$ cat src/rtl/hit_pulser.sv
// hit_pulser: turns single-cycle hit events into fixed-width, rate-limited
// output pulses. Hits arriving during a pulse or its trailing gap are counted
// in a small queue and replayed one per pulse/gap period.
module hit_pulser #(
  parameter int CLK_FREQ    = 48000000,
  parameter int PULSE_MS    = 5,
  parameter int GAP_MS      = 10,
  parameter int MAX_PENDING = 7,
  localparam int PW         = $clog2(MAX_PENDING + 1)
) (
  input  logic          clk,
  input  logic          reset,
  input  logic          enable,
  input  logic          hit,
  output logic          pulse_out,
  output logic          busy,
  output logic [PW-1:0] pending,
  output logic          overflow
);

  localparam int PULSE_CYCLES = (CLK_FREQ / 1000) * PULSE_MS;
  localparam int GAP_CYCLES   = (CLK_FREQ / 1000) * GAP_MS;
  localparam int MAX_CYCLES   = (PULSE_CYCLES > GAP_CYCLES) ? PULSE_CYCLES : GAP_CYCLES;
  // One shared down-counter; it only ever holds a load value minus one.
  localparam int TW           = (MAX_CYCLES > 1) ? $clog2(MAX_CYCLES) : 1;

  localparam logic [TW-1:0] PULSE_LOAD = TW'(PULSE_CYCLES - 1);
  localparam logic [TW-1:0] GAP_LOAD   = TW'(GAP_CYCLES - 1);
  localparam logic [PW-1:0] PEND_MAX   = PW'(MAX_PENDING);

  typedef enum logic [1:0] {
    ST_IDLE = 2'd0,
    ST_ON   = 2'd1,
    ST_GAP  = 2'd2
  } state_t;

  state_t        state_q;
  logic [TW-1:0] timer_q;
  logic          pulse_q;
  logic [PW-1:0] pending_q;
  logic          overflow_q;

  logic          hit_acc;
  logic [PW-1:0] pending_eff;
  logic [PW-1:0] pending_d;
  logic          overflow_d;
  logic [PW-1:0] pending_deq_d;

  // A hit only counts while enabled; disabling wipes the queue on the same edge.
  assign hit_acc     = hit & enable;
  assign pending_eff = enable ? pending_q : '0;

  // Queue bookkeeping while a pulse or gap is running (not at a dequeue edge).
  always_comb begin
    pending_d  = pending_eff;
    overflow_d = 1'b0;
    if (hit_acc) begin
      if (pending_q < PEND_MAX) begin
        pending_d = pending_q + PW'(1);
      end else begin
        overflow_d = 1'b1;
      end
    end
  end

  // At the end of a gap a new pulse consumes one queued hit; a hit arriving on
  // that same edge takes the freed slot, so the count stays put.
  always_comb begin
    pending_deq_d = pending_eff;
    if (!hit_acc && (pending_eff != '0)) begin
      pending_deq_d = pending_eff - PW'(1);
    end
  end

  // Pulse FSM with registered drive, queue count and overflow flag.
  always_ff @(posedge clk) begin
    if (!reset) begin
      state_q    <= ST_IDLE;
      timer_q    <= '0;
      pulse_q    <= 1'b0;
      pending_q  <= '0;
      overflow_q <= 1'b0;
    end else begin
      overflow_q <= 1'b0;
      case (state_q)
        ST_IDLE: begin
          pending_q <= '0;
          pulse_q   <= 1'b0;
          if (hit_acc) begin
            state_q <= ST_ON;
            timer_q <= PULSE_LOAD;
            pulse_q <= 1'b1;
          end
        end
        ST_ON: begin
          pending_q  <= pending_d;
          overflow_q <= overflow_d;
          if (timer_q == '0) begin
            state_q <= ST_GAP;
            timer_q <= GAP_LOAD;
            pulse_q <= 1'b0;
          end else begin
            timer_q <= timer_q - TW'(1);
            pulse_q <= 1'b1;
          end
        end
        ST_GAP: begin
          pulse_q <= 1'b0;
          if (timer_q == '0) begin
            if (hit_acc || (pending_eff != '0)) begin
              state_q   <= ST_ON;
              timer_q   <= PULSE_LOAD;
              pulse_q   <= 1'b1;
              pending_q <= pending_deq_d;
            end else begin
              state_q   <= ST_IDLE;
              pending_q <= '0;
            end
          end else begin
            timer_q    <= timer_q - TW'(1);
            pending_q  <= pending_d;
            overflow_q <= overflow_d;
          end
        end
        default: begin
          state_q   <= ST_IDLE;
          timer_q   <= '0;
          pulse_q   <= 1'b0;
          pending_q <= '0;
        end
      endcase
    end
  end

  assign busy      = (state_q != ST_IDLE);
  assign pulse_out = pulse_q;
  assign pending   = pending_q;
  assign overflow  = overflow_q;

endmodule

$ cat config.mk
export PLATFORM = sky130hd
export DESIGN_NAME = hit_pulser
export DESIGN_NICKNAME = d
export VERILOG_FILES = /design/src/rtl/hit_pulser.sv
export SDC_FILE = /design/constraint.sdc
export NUM_CORES = 1
export LEC_CHECK = 0
export BUFFER_PORTS_ARGS = -buffer_cell sky130_fd_sc_hd__buf_2
export CORE_MARGIN = 8
export CORE_UTILIZATION = 55
export DETAILED_ROUTE_END_ITERATION = 12
export HOLD_SLACK_MARGIN = 0.12
export PLACE_DENSITY = 0.73
export SETUP_SLACK_MARGIN = 0.05
export SLEW_MARGIN = 20
export SYNTH_ARGS = -nofsm -noshare
export SYNTH_HDL_FRONTEND = slang
export SYNTH_SLANG_ARGS = --single-unit
$ cat constraint.sdc
create_clock -name clk -period 5.23 [get_ports clk]
set_input_delay 0.523 -clock clk [delete_from_list [all_inputs] [get_ports clk]]
set_output_delay 0.523 -clock clk [all_outputs]
set_load 0.01 [all_outputs]
# Yosys cells after proc, flatten, opt, wreduce, memory -nomap -nowiden
# Cells that the tools add are included.
# totals
output_inout_bits	6
inputBits	4
latch_bits	0
word_cells	51
mem_bits_ro	0
memories	0
reg_bits	26
ramBits	0
# classes
add_sub_neg	3
n_reduce_logical	9
n_bitwise	1
n_mul	0
n_eq_ne	6
shifts	0
n_mux	26
div_mod_pow	0
order_cmp	1
# op_table
operator	n
$mux W19	4
$pmux W19 S3	1
$logic_not A19 Y1	1
$sub A19 B1 Y19 const B	1
$mux W3	6
$mux W1	8
$mux W2	3
$ne A2 B2 Y1 const B	3
$pmux W2 S3	1
$pmux W3 S2	1
$add A3 B1 Y3 const B	1
$lt A3 B3 Y1 const B	1
$ne A3 B3 Y1 const B	1
$pmux W1 S3	1
$reduce_and A3 Y1	1
$reduce_bool A3 Y1	1
$sub A3 B1 Y3 const B	1
$eq A2 B1 Y1 const B	1
$eq A2 B2 Y1 const B	1
$logic_not A2 Y1	1
$pmux W1 S2	1
$reduce_and A2 Y1	1
$reduce_bool A2 Y1	1
$and A1 B1 Y1	1
other kinds (3)	3

# Logic depth before layout (Yosys ltp)
# Gate-level depths: netlist of run 1.
# depth
ltp_word	7
depth_mapped	10
depth_no_buf	8

# Worst setup path before layout of run 1
# No wires, ideal clock.
# synth_timing
kind	input -> register
startpoint	input enable
endpoint	register timer_q[11]
setup_ns	0.076
path_buffers	1
setup_slack_ns	2.983
arrival_time_ns	2.171
path_stages	9
required_time_ns	5.154
cell_sequence	clkbuf_1 nand2_1 ha_1 ha_1 nand3_1 o31ai_2 nor4_1 o221ai_1 a21boi_0
# synth_between
elab_chain_len	5
# synth_rtl
element	line_no	text
from (decl)	13	input logic enable,
$mux W3	51	assign pending_eff = enable ? pending_q : '0;
$reduce_bool A3 Y1	110	if (hit_acc || (pending_eff != '0)) begin
$logic_or A1 B1 Y1	110	
$ne A3 B3 Y1 (no line)	--	
$reduce_and A2 Y1 (no line) *	--	
to (signal assigned)	103	timer_q <= timer_q - TW'(1);
to (signal assigned)	120	timer_q <= timer_q - TW'(1);
to (decl)	38	logic [TW-1:0] timer_q;
# Every way passes the cells marked *; elsewhere a longest branch is shown, timed or not.
# A chain may end at the register's enable or synchronous reset.

# Worst setup path after layout of run 1
# layout_timing
startpoint	register timer_q[4]
endpoint	register timer_q[14]
# layout_between
elab_chain_len	3
# layout_rtl
element	line_no	text
$sub A19 B1 Y19 / $logic_not A19 Y1 (equally long branches)	--	
$mux W19, or another cell as far along	109	if (timer_q == '0) begin
$pmux W19 S3 / $reduce_and A2 Y1 (equally long branches)	--	
# Parallel ways exist; a longest one is shown, timed or not.

==> results.md, run 1 <==
* Status: complete, no violations
* Post-layout util at 0.5849
* Initial core utilization at 0.5634
* Register-to-register setup slack at 2.66 ns
* Antenna fix cells at 0
* TritonCTS sink count at 26
* DPL Wire Length at 3266 um
* Unique masters post-synth at 46
* Critical-path top delay cell: or2_1
* Hold wc startpoint: timer_q[18]$_SDFFE_PN0P_
* Leak at 0.7433 nW
* Final Setup Violations at 0
* Via density per instance at 6.095
* Die height at 73.77 um
* Cts repair resizes at 0
* DIE AREA at 5442 sq um
* Routed wire length at 4489 um
* Adder-cell area share of the yosys netlist at 0.06135
* DR pass1 iterations at 4
* Crit. path cell count at 6
* Total setup buffers inserted after CTS at 0
* Synth-to-layout area growth at 3.817%
* Setup TNS at 0 ns
* F_max at 0.3895 GHz
* DR iter-0 viols at 183
* CTS tree: done
* Initial antenna violation count at 0
* Total Routing Usage GR at 0.1755
* Cell area after placement at 1877 sq um
* Clk slew on worst S/H paths at 0.14 ns
* Commonest non-fill, non-tap cell in the layout: nand2_1
* XOR/XNOR share of the synthesized area at 0.009543
* Hold WC Path Type: register to register
* Element type at the critical path end: register
* Finished layout cell area at 1906 sq um
* CP max stage delay at 0.54 ns
* Max Buffers Root-to-Sink at 2
* Crit path time final at 2.567 ns
* Hold Vio Cnt, Final at 0
* Path type of the worst setup path: register to register
* Core area at 3258 sq um
* Yosys warning total at 0
* Slew HR at 0.4399
* Worst-path fanout max at 19
* Flop pwr share at 0.352
* Final period util at 0.4908
* Vias at 1804
* Post-synthesis cell area at 1836 sq um
* Pin slew with the least headroom to its limit at 0.8351 ns
* Post-Synth Simple-Gate Area at 0.2986
* CP Launch Type: register
* Antenna-violating nets left at 0
* IO Pins at 10
* Root Buffer: clkbuf_4
* Crit path from: timer_q[4]$_SDFFE_PN0P_
* Total power at 0.7844 mW
* # rows at 21
* Crit-path cells: nor4_4, nand4_1, or2_1, o21ai_2, nor2_1, a32o_1
* Share of cells above drive strength 1 at 0.09200
* Worst path arrival time at 2.80 ns
* Largest delay share family, worst path: simple AND/OR/NAND/NOR gates
* # DRC at 0
* Largest net degree at the start of global routing at 20
* H-tree depth at 1
* Commonest cells after routing, fill and taps aside: nand2_1 (34), nor2_1 (30), dfxtp_1 (26)
* Vias in the first global route at 1649
* Post-synthesis cell count at 251
* CTS Hold Bufs at 0
* Cell-internal power at 0.4116 mW
* Die width at 73.77 um
* Crit path buffers/inverters at 0
* Reg2reg start: timer_q[4]$_SDFFE_PN0P_
* Syn_nets at 264
* Num CTS Buffers at 3
* Maximum vdd drop at 0.2623 mV
* Clock network fraction of total power at 0.107
* Comb pwr share at 0.541
* Synth Area per Inst at 7.313 sq um
* Psw at 0.3728 mW
* Sequential-to-total area share from yosys stat at 0.2836
* Power Dens Cells at 411.6 nW/um^2
* Largest family of logic cells by synthesized area: simple AND/OR/NAND/NOR gates
* Mux contribution to synthesized area at 0.02249
* Final net count at 265
* Reg2reg path depth at 6
* Worst skew pair latency at 0.33 ns
* Final slew viol count at 0
* Port Buf Inserts at 9
* First-pass GRT wire length at 7693 um
* Critical path required time at 5.47 ns
* RSZ-0062 raised after global routing: no
* Max-cap violations at 0
* Routability cong. at 0.8840
* Gr ovfl total at 0
* Cells on Worst Hold Path at 1
* Synth Area in Compound Gates at 0.2768
* Routed WL per cell at 15.17 um
* Switching Share at 0.4752
* Synthesized flop and latch total at 26
* Setup Skew at 0.01328 ns
==> worst paths after layout <==
| path | end |
|---|---|
| max | timer_q[14]$_SDFFE_PN0P_ |
| min | timer_q[18]$_SDFFE_PN0P_ |
| max reg2reg | timer_q[14]$_SDFFE_PN0P_ |
| min reg2reg | timer_q[18]$_SDFFE_PN0P_ |
==> layout make-up <==
type / count / area [sq um]
clock buffer: 3 / 22.52
multi-input combinational: 205 / 1234
inverter: 7 / 26.28
tap: 46 / 57.56
sequential: 26 / 520.5
timing repair buffer: 9 / 45.04
fill: 325 / 1353
==> kinds of logic after synthesis <==
family	count (synthesis)
XOR/XNOR	2
AO/OA/AOI/OAI	79
multiplexers	4
flip-flops	26
AND/OR/NAND/NOR	111
adder cells (fa/ha/maj)	9
buffers and inverters	20
==> metrics by stage <==
stage          hold WS [ns]  instances  setup slack (ns)
6_report             0.4968        296             2.663
5_1_grt              0.5272        296             2.454
4_1_cts              0.4948        296             2.713
3_5_place_dp         0.4581        293             2.543
3_3_place_gp         0.4652        293             2.554
2_1_floorplan        0.4422        251             2.983
==> power by group through the flow <==
| stage | clock [mW] | sequential, mW | combinational (mW) |
|---|---|---|---|
| after floorplan | 0 | 0.269 | 0.338 |
| after global placement | 0 | 0.279 | 0.414 |
| after detailed placement | 0 | 0.278 | 0.416 |
| after CTS | 0.0882 | 0.274 | 0.417 |
| after global routing | 0.0952 | 0.282 | 0.473 |
| final | 0.0841 | 0.276 | 0.424 |
==> worst register-to-register path, delay by kind of cell, from the launching register on <==
family,cells,cell delay (ns)
simple gates,4,1.37
flops,1,0.41
compound gates,2,0.71
==> sequential cells by signal, indices dropped and copies added (netlist names) <==
signal / cells
pending: 3
pulse_out: 1
overflow: 1
timer_q: 19
state_q: 2
==> layer usage <==
layer	global-route usage	vias up	wire length, um
met2	0.2736	56	2055
met1	0.2345	830	2144
met5	0	-	0
li1	-	912	-
met3	0.04229	6	246
met4	0.03991	0	42
==> synth_stat cells (all sizes together) <==
cell / instances / share of area
a22o: 3 / 0.014
nand2b: 5 / 0.017
nand4: 4 / 0.014
o22ai: 2 / 0.0068
nor2b: 2 / 0.0068
clkbuf: 8 / 0.016
a32o: 2 / 0.011
a21o: 3 / 0.012
ha: 9 / 0.061
o21ai: 29 / 0.083
buf: 5 / 0.017
dfxtp: 26 / 0.28
or2: 4 / 0.014
inv: 7 / 0.014
a22oi: 1 / 0.0041
and3: 1 / 0.0034
nor3: 6 / 0.016
nor2: 30 / 0.061
mux2i: 3 / 0.016
o31ai: 3 / 0.015
or3b: 1 / 0.0048
mux2: 1 / 0.0061
o211ai: 5 / 0.023
a311o: 1 / 0.0055
and2: 3 / 0.010
a31oi: 5 / 0.017
nand2: 34 / 0.070
o221ai: 1 / 0.0048
a21oi: 15 / 0.041
xnor2: 2 / 0.0095
a311oi: 1 / 0.0048
nor4: 9 / 0.042
or4: 1 / 0.0041
a21boi: 7 / 0.029
or4b: 1 / 0.0055
a2bb2o: 1 / 0.0055
nand3: 10 / 0.030
Note: power is estimated with default switching activity, not from simulation.
==> inputs of run 2 (changes only) <==
- ABC_AREA: unset -> 1
- PLACE_DENSITY: 0.73 -> 0.76
- clock period: 5.23 -> 2.1 ns (I/O delays scaled with it)
==> run 2 against run 1 <==
Effect of this change:
- critical path depth rose by 4
- via count up 9.7%
- clock power increased to 3.1 times the previous value
- sequential cell count did not move
- global-route usage decreased by 2.3 points
- clock skew decreased by 0.010 ns
- die area increased by 6.0%
- synthesized cell count rose by 24%
- sequential power rose to 2.9 times the previous value
- core utilization rose by 3.0 points
- critical path type unchanged
- critical endpoint is now timer_q[12]$_SDFFE_PN0P_
- largest power group unchanged
==> results.md, run 2 <==
* H-tree depth at 1
* Yosys warning total at 0
* Commonest cells after routing, fill and taps aside: nand2_1 (107), inv_1 (30), nor2_1 (28)
* IO Pins at 10
* Total Routing Usage GR at 0.1528
* XOR/XNOR share of the synthesized area at 0.02658
* Reg2reg path depth at 10
* Most frequent cell after synthesis: nand2_1
* Hold WC Path Type: input pin to register
* Synth area leaders: dfxtp_1 (26%), nand2_1 (20%), ha_1 (5.7%)
* RSZ-0062 raised after global routing: yes
* Hold Vio Cnt, Final at 0
* CTS Hold Bufs at 0
* Commonest non-fill, non-tap cell in the layout: nand2_1
* Routed WL per cell at 12.15 um
* Largest net degree at the start of global routing at 20
* Core area at 3390 sq um
* Max-cap violations at 0
* Post-synth EDFFs at 0
* Register-to-register setup slack at 0.19 ns
* Routability cong. at 0.9411
* # DRC at 0
* First-pass GRT wire length at 7734 um
* Largest family of logic cells by synthesized area: simple AND/OR/NAND/NOR gates
* Switching Share at 0.5374
* Final slew viol count at 0
* Cell-internal power at 1.517 mW
* R2R Path End: timer_q[12]$_SDFFE_PN0P_
* Slew HR at 0.5558
* Flop pwr share at 0.246
* Area occupied by registers at 520.5 sq um
* Antenna-violating nets left at 0
* Element type at the critical path end: register
* Reg2reg start: pending[0]$_SDFF_PN0_
* Status: complete, no violations
* Post-synthesis cell area at 1977 sq um
* DR iter-0 viols at 105
* Initial core utilization at 0.5832
* Via density per instance at 5.378
* Mux contribution to synthesized area at 0
* Post-synth top cells: nand2_1 (107), inv_1 (30), nor2_1 (28)
* Crit path time final at 1.914 ns
* DR pass1 iterations at 5
* Synth Area per Inst at 6.336 sq um
* Comb pwr share at 0.675
* Pin slew with the least headroom to its limit at 0.6622 ns
* Root Buffer: clkbuf_4
* Power Dens Cells at 1573 nW/um^2
* Synthesized flop and latch total at 26
* Psw at 1.762 mW
* Adder-cell area share of the yosys netlist at 0.05696
* Max Buffers Root-to-Sink at 2
* Share of cells above drive strength 1 at 0.1491
* Path type of the worst setup path: register to register
* Post-layout util at 0.6150
* Worst path arrival time at 2.17 ns
* Total power at 3.279 mW
* CTS tree: done
* Vias at 1979
* Post-synthesis cell count at 312
* Leak at 1.015 nW
* Setup Skew at 0.002883 ns
* Syn_nets at 325
* Gr ovfl total at 0
* Clock network fraction of total power at 0.079
* Synth-to-layout area growth at 5.443%
* Filler Cell Count at 329
* TritonCTS sink count at 26
* Final net count at 336
* Area of the multi-input gates at 1282 sq um
* Port Buf Inserts at 9
* Worst hold slack at 0.1501 ns
* DPL Wire Length at 3463 um
* F_max at 0.5224 GHz
* Total setup buffers inserted after CTS at 0
* Hold wc startpoint: reset
* Critical path required time at 2.35 ns
* Final Setup Violations at 0
* Num CTS Buffers at 3
* Vias in the first global route at 1754
* # rows at 21
* Top-area cell type share of the netlist area at 0.2633
* Die height at 75.95 um
* Largest area contributor in the netlist: dfxtp_1
* Synth Area in Compound Gates at 0.1500
* Die width at 75.95 um
* DIE AREA at 5768 sq um
* Async S/R FF share, synth at 0
* Worst skew pair latency at 0.32 ns
* Worst-path fanout max at 5
* Routed wire length at 4473 um
* Initial antenna violation count at 0
* Antenna fix cells at 0
* Unique masters post-synth at 34
* Top_reg_cell synth: dfxtp_1
* Cts repair resizes at 0
* Largest Register: timer_q
* Final period util at 0.9115
* Max FFs per register at 19
* Post-Synth Simple-Gate Area at 0.4152
* Cells on Worst Hold Path at 3
* Hold EP: pulse_out$_SDFF_PN0_
* Maximum vdd drop at 0.9142 mV
* CP Launch Type: register
* Clk slew on worst S/H paths at 0.14 ns
* Sequential-to-total area share from yosys stat at 0.2633
==> run 2: per-stage QoR <==
stage	setup TNS, ns	setup WS [ns]	area (sq um)	instances
3_3_place_gp	0	0.3015	2048	364
5_1_grt	-0.01550	-0.008148	2085	368
4_1_cts	0	0.1931	2085	368
6_report	0	0.1859	2085	368
2_1_floorplan	0	0.3755	1977	312
3_5_place_dp	0	0.2287	2048	364
==> run 2: how the worst max path moves through the flow <==
| stage | from | endpoint | slack [ns] | cells past startpoint |
|---|---|---|---|---|
| 2_1_floorplan | pending[0]$_SDFF_PN0_ | timer_q[12]$_SDFFE_PN0P_ | 0.38 | 10 |
| 3_3_place_gp | pending[0]$_SDFF_PN0_ | timer_q[12]$_SDFFE_PN0P_ | 0.30 | 10 |
| 3_5_place_dp | pending[0]$_SDFF_PN0_ | timer_q[12]$_SDFFE_PN0P_ | 0.23 | 10 |
| 4_1_cts | pending[0]$_SDFF_PN0_ | timer_q[12]$_SDFFE_PN0P_ | 0.19 | 10 |
| 5_1_grt | pending[0]$_SDFF_PN0_ | timer_q[7]$_SDFFE_PN0P_ | -0.008 | 10 |
| 6_report | pending[0]$_SDFF_PN0_ | timer_q[12]$_SDFFE_PN0P_ | 0.19 | 10 |
==> run 2: layout make-up <==
type,instances,share of cell area
Clock buffer,4,0.01741
Timing Repair Buffer,11,0.02881
Inverter,34,0.06122
Sequential cell,26,0.2497
Tap cell,46,0.02761
Multi-Input combinational cell,247,0.6152
==> run 2: critical path: stages, from the launching register on <==
cell	delay (ns)
dfxtp_1	0.41
nand2_1	0.09
ha_1	0.21
ha_1	0.23
nand2_1	0.10
nor2_1	0.05
nand4_2	0.12
nand3_1	0.11
nor2_1	0.28
o21ai_1	0.13
a21oi_2	0.12
==> run 2: cell families (layout without fill, tap and decap cells) <==
kind of cell | after synthesis | after routing
adder cells (fa/ha/maj) | 9 | 9
flip-flops | 26 | 26
AO/OA/AOI/OAI | 48 | 48
XOR/XNOR | 6 | 6
buffers and inverters | 39 | 49
AND/OR/NAND/NOR | 184 | 184
==> run 2: routing by layer <==
metal / up-vias / part of all wire / track usage
met5: - / 0 / 0
met4: 0 / 0.0094 / 0.04510
met3: 5 / 0.066 / 0.02005
met2: 65 / 0.42 / 0.2296
met1: 890 / 0.50 / 0.2175
li1: 1019 / - / -
==> run 2: power groups by stage <==
stage	combinational [mW]	sequential, mW	clock [mW]
2_1_floorplan	1.83	0.783	0
3_3_place_gp	2.15	0.818	0
3_5_place_dp	2.18	0.818	0
4_1_cts	2.19	0.806	0.263
5_1_grt	2.51	0.832	0.286
6_report	2.21	0.808	0.258
==> inputs of run 3 (changes only) <==
- CORE_ASPECT_RATIO: unset -> 1.4
==> run 3 against run 2 <==
Effect of this change:
- critical path depth unchanged
- critical path type unchanged
- clock skew rose by 0.0011 ns
- die area rose by 0.48%
- sequential share of layout area is 0.37 points lower
- largest power group unchanged
==> results.md, run 3 (synthesis results as in run 2) <==
* Maximum vdd drop at 1.031 mV
* Clk slew on worst S/H paths at 0.10 ns
* Crit-path cells: nand2_1, ha_1, ha_1, nand2_1, nor2_1, nand4_2, nand3_1, inv_2, o21ai_0, a21oi_1
* CTS tree: done
* Num CTS Buffers at 3
* Routed WL per cell at 13.22 um
* Register-to-register setup slack at 0.22 ns
* Critical path required time at 2.32 ns
* Crit. path cell count at 10
* Path type of the worst setup path: register to register
* Setup TNS at 0 ns
* Vias in the first global route at 2013
* Hold WC Path Type: input pin to register
* Switching Share at 0.5292
* # DRC at 0
* Max FFs per register at 19
* Flop pwr share at 0.241
* Vias at 1990
* RSZ-0062 raised after global routing: yes
* Finished layout cell area at 2116 sq um
* H-tree depth at 1
* Antenna-violating nets left at 0
* Slew HR at 0.7124
* Setup Skew at 0.004028 ns
* Area occupied by registers at 520.5 sq um
* Element type at the critical path end: register
* Max Buffers Root-to-Sink at 2
* Final net count at 338
* Share of cells above drive strength 1 at 0.1574
* Gr ovfl total at 0
* Area of the multi-input gates at 1285 sq um
* Worst path arrival time at 2.09 ns
* Total power at 3.381 mW
* Final Setup Violations at 0
* Die width at 66.67 um
* Leak at 1.032 nW
* F_max at 0.5333 GHz
* Commonest non-fill, non-tap cell in the layout: nand2_1
* DR pass1 iterations at 4
* Initial core utilization at 0.5575
* Crit path buffers/inverters at 1
* Status: complete, no violations
* Routed wire length at 4837 um
* Largest Register: timer_q
* Worst-path fanout max at 14
* Psw at 1.789 mW
* DIE AREA at 5796 sq um
* Worst skew pair latency at 0.28 ns
* Post-layout util at 0.5967
* Clock network fraction of total power at 0.100
* Total Routing Usage GR at 0.1837
* Initial antenna violation count at 0
* Synth-to-layout area growth at 7.025%
* Die height at 86.94 um
* Crit path time final at 1.875 ns
* Final slew viol count at 0
* R2R Path End: timer_q[3]$_SDFFE_PN0P_
* Reg2reg path depth at 10
* Max-cap violations at 0
* First-pass GRT wire length at 8521 um
* Root Buffer: clkbuf_8
* Routability cong. at 0.9380
* Total setup buffers inserted after CTS at 0
* Comb pwr share at 0.659
* Core area at 3546 sq um
* DPL Wire Length at 3695 um
* CP Launch Type: register
* Critical-path top delay cell: dfxtp_1
* Via density per instance at 5.437
* DR iter-0 viols at 89
* Antenna fix cells at 0
* IO Pins at 10
* Final period util at 0.8929
* CP endpoint: timer_q[3]$_SDFFE_PN0P_
* Reg2reg start: pending[0]$_SDFF_PN0_
* Pin slew with the least headroom to its limit at 0.4299 ns
* Crit path from: pending[0]$_SDFF_PN0_
* Commonest cells after routing, fill and taps aside: nand2_1 (107), inv_1 (30), nor2_1 (27)
* Cell area after placement at 2058 sq um
* Largest net degree at the start of global routing at 20
* Worst slack at placement at 0.2427 ns
* Hold Vio Cnt, Final at 0
* Power Dens Cells at 1598 nW/um^2
* TritonCTS sink count at 26
* Port Buf Inserts at 9
* Cell-internal power at 1.592 mW
* Largest delay share family, worst path: simple AND/OR/NAND/NOR gates
* Post-route setup slack at 0.2250 ns
* # rows at 26
* Filler Cell Count at 346
* CP max stage delay at 0.42 ns
-- run 3: cell count changes in the layout (fill, tap and decap cells not counted) --
cell	previous run	this run
nor2_1	28	27
clkbuf_4	3	0
clkbuf_8	1	4
nor2_2	8	9
buf_4	2	4
-- run 3: what timing repair did --
action / CTS / global route
endpoints found under the setup margin: 0 / 5
resized for setup: 0 / 1
hold buffers: 0 / 0
-- run 3: metrics by stage --
step | hold slack, ns | instances
floorplan | 0.3390 | 312
global placement | 0.4733 | 362
detailed placement | 0.4743 | 362
CTS | 0.2038 | 366
global route | 0.2248 | 366
finish | 0.2041 | 366
-- run 3: routing by layer --
layer / vias up / GRT usage / part of all wire
met5: - / 0 / 0
met4: 0 / 0.1033 / 0.036
met3: 16 / 0.02835 / 0.030
met2: 46 / 0.3342 / 0.53
met1: 895 / 0.1891 / 0.40
li1: 1033 / - / -
-- run 3: layout make-up --
| type | count | area share |
|---|---|---|
| Inverter | 34 | 0.06032 |
| Multi-Input combinational cell | 247 | 0.6073 |
| Timing Repair Buffer | 13 | 0.03548 |
| Tap cell | 42 | 0.02484 |
| Clock buffer | 4 | 0.02602 |
| Sequential cell | 26 | 0.2460 |
-- run 3: how the worst min path moves through the flow --
stage | depth (start not counted) | endpoint | start | slack (ns)
final | 3 | state_q[0]$_SDFFE_PN0P_ | reset | 0.20
after global routing | 3 | state_q[0]$_SDFFE_PN0P_ | reset | 0.22
after CTS | 3 | state_q[0]$_SDFFE_PN0P_ | reset | 0.20
after detailed placement | 2 | timer_q[1]$_SDFFE_PN0P_ | timer_q[1]$_SDFFE_PN0P_ | 0.47
after global placement | 2 | timer_q[0]$_SDFFE_PN0P_ | timer_q[0]$_SDFFE_PN0P_ | 0.47
after floorplan | 2 | pulse_out$_SDFF_PN0_ | reset | 0.34
-- run 3: power by group through the flow --
stage / clock network, mW / logic (mW) / registers [mW]
3_5_place_dp: 0 / 2.21 / 0.819
5_1_grt: 0.357 / 2.55 / 0.842
4_1_cts: 0.344 / 2.22 / 0.811
6_report: 0.338 / 2.23 / 0.815
3_3_place_gp: 0 / 2.18 / 0.818
2_1_floorplan: 0 / 1.83 / 0.783
-- run 3: worst min-delay path, stage by stage --
cell     delay [ns]
buf_2          0.13
o21ai_0        0.07
a21oi_1        0.04
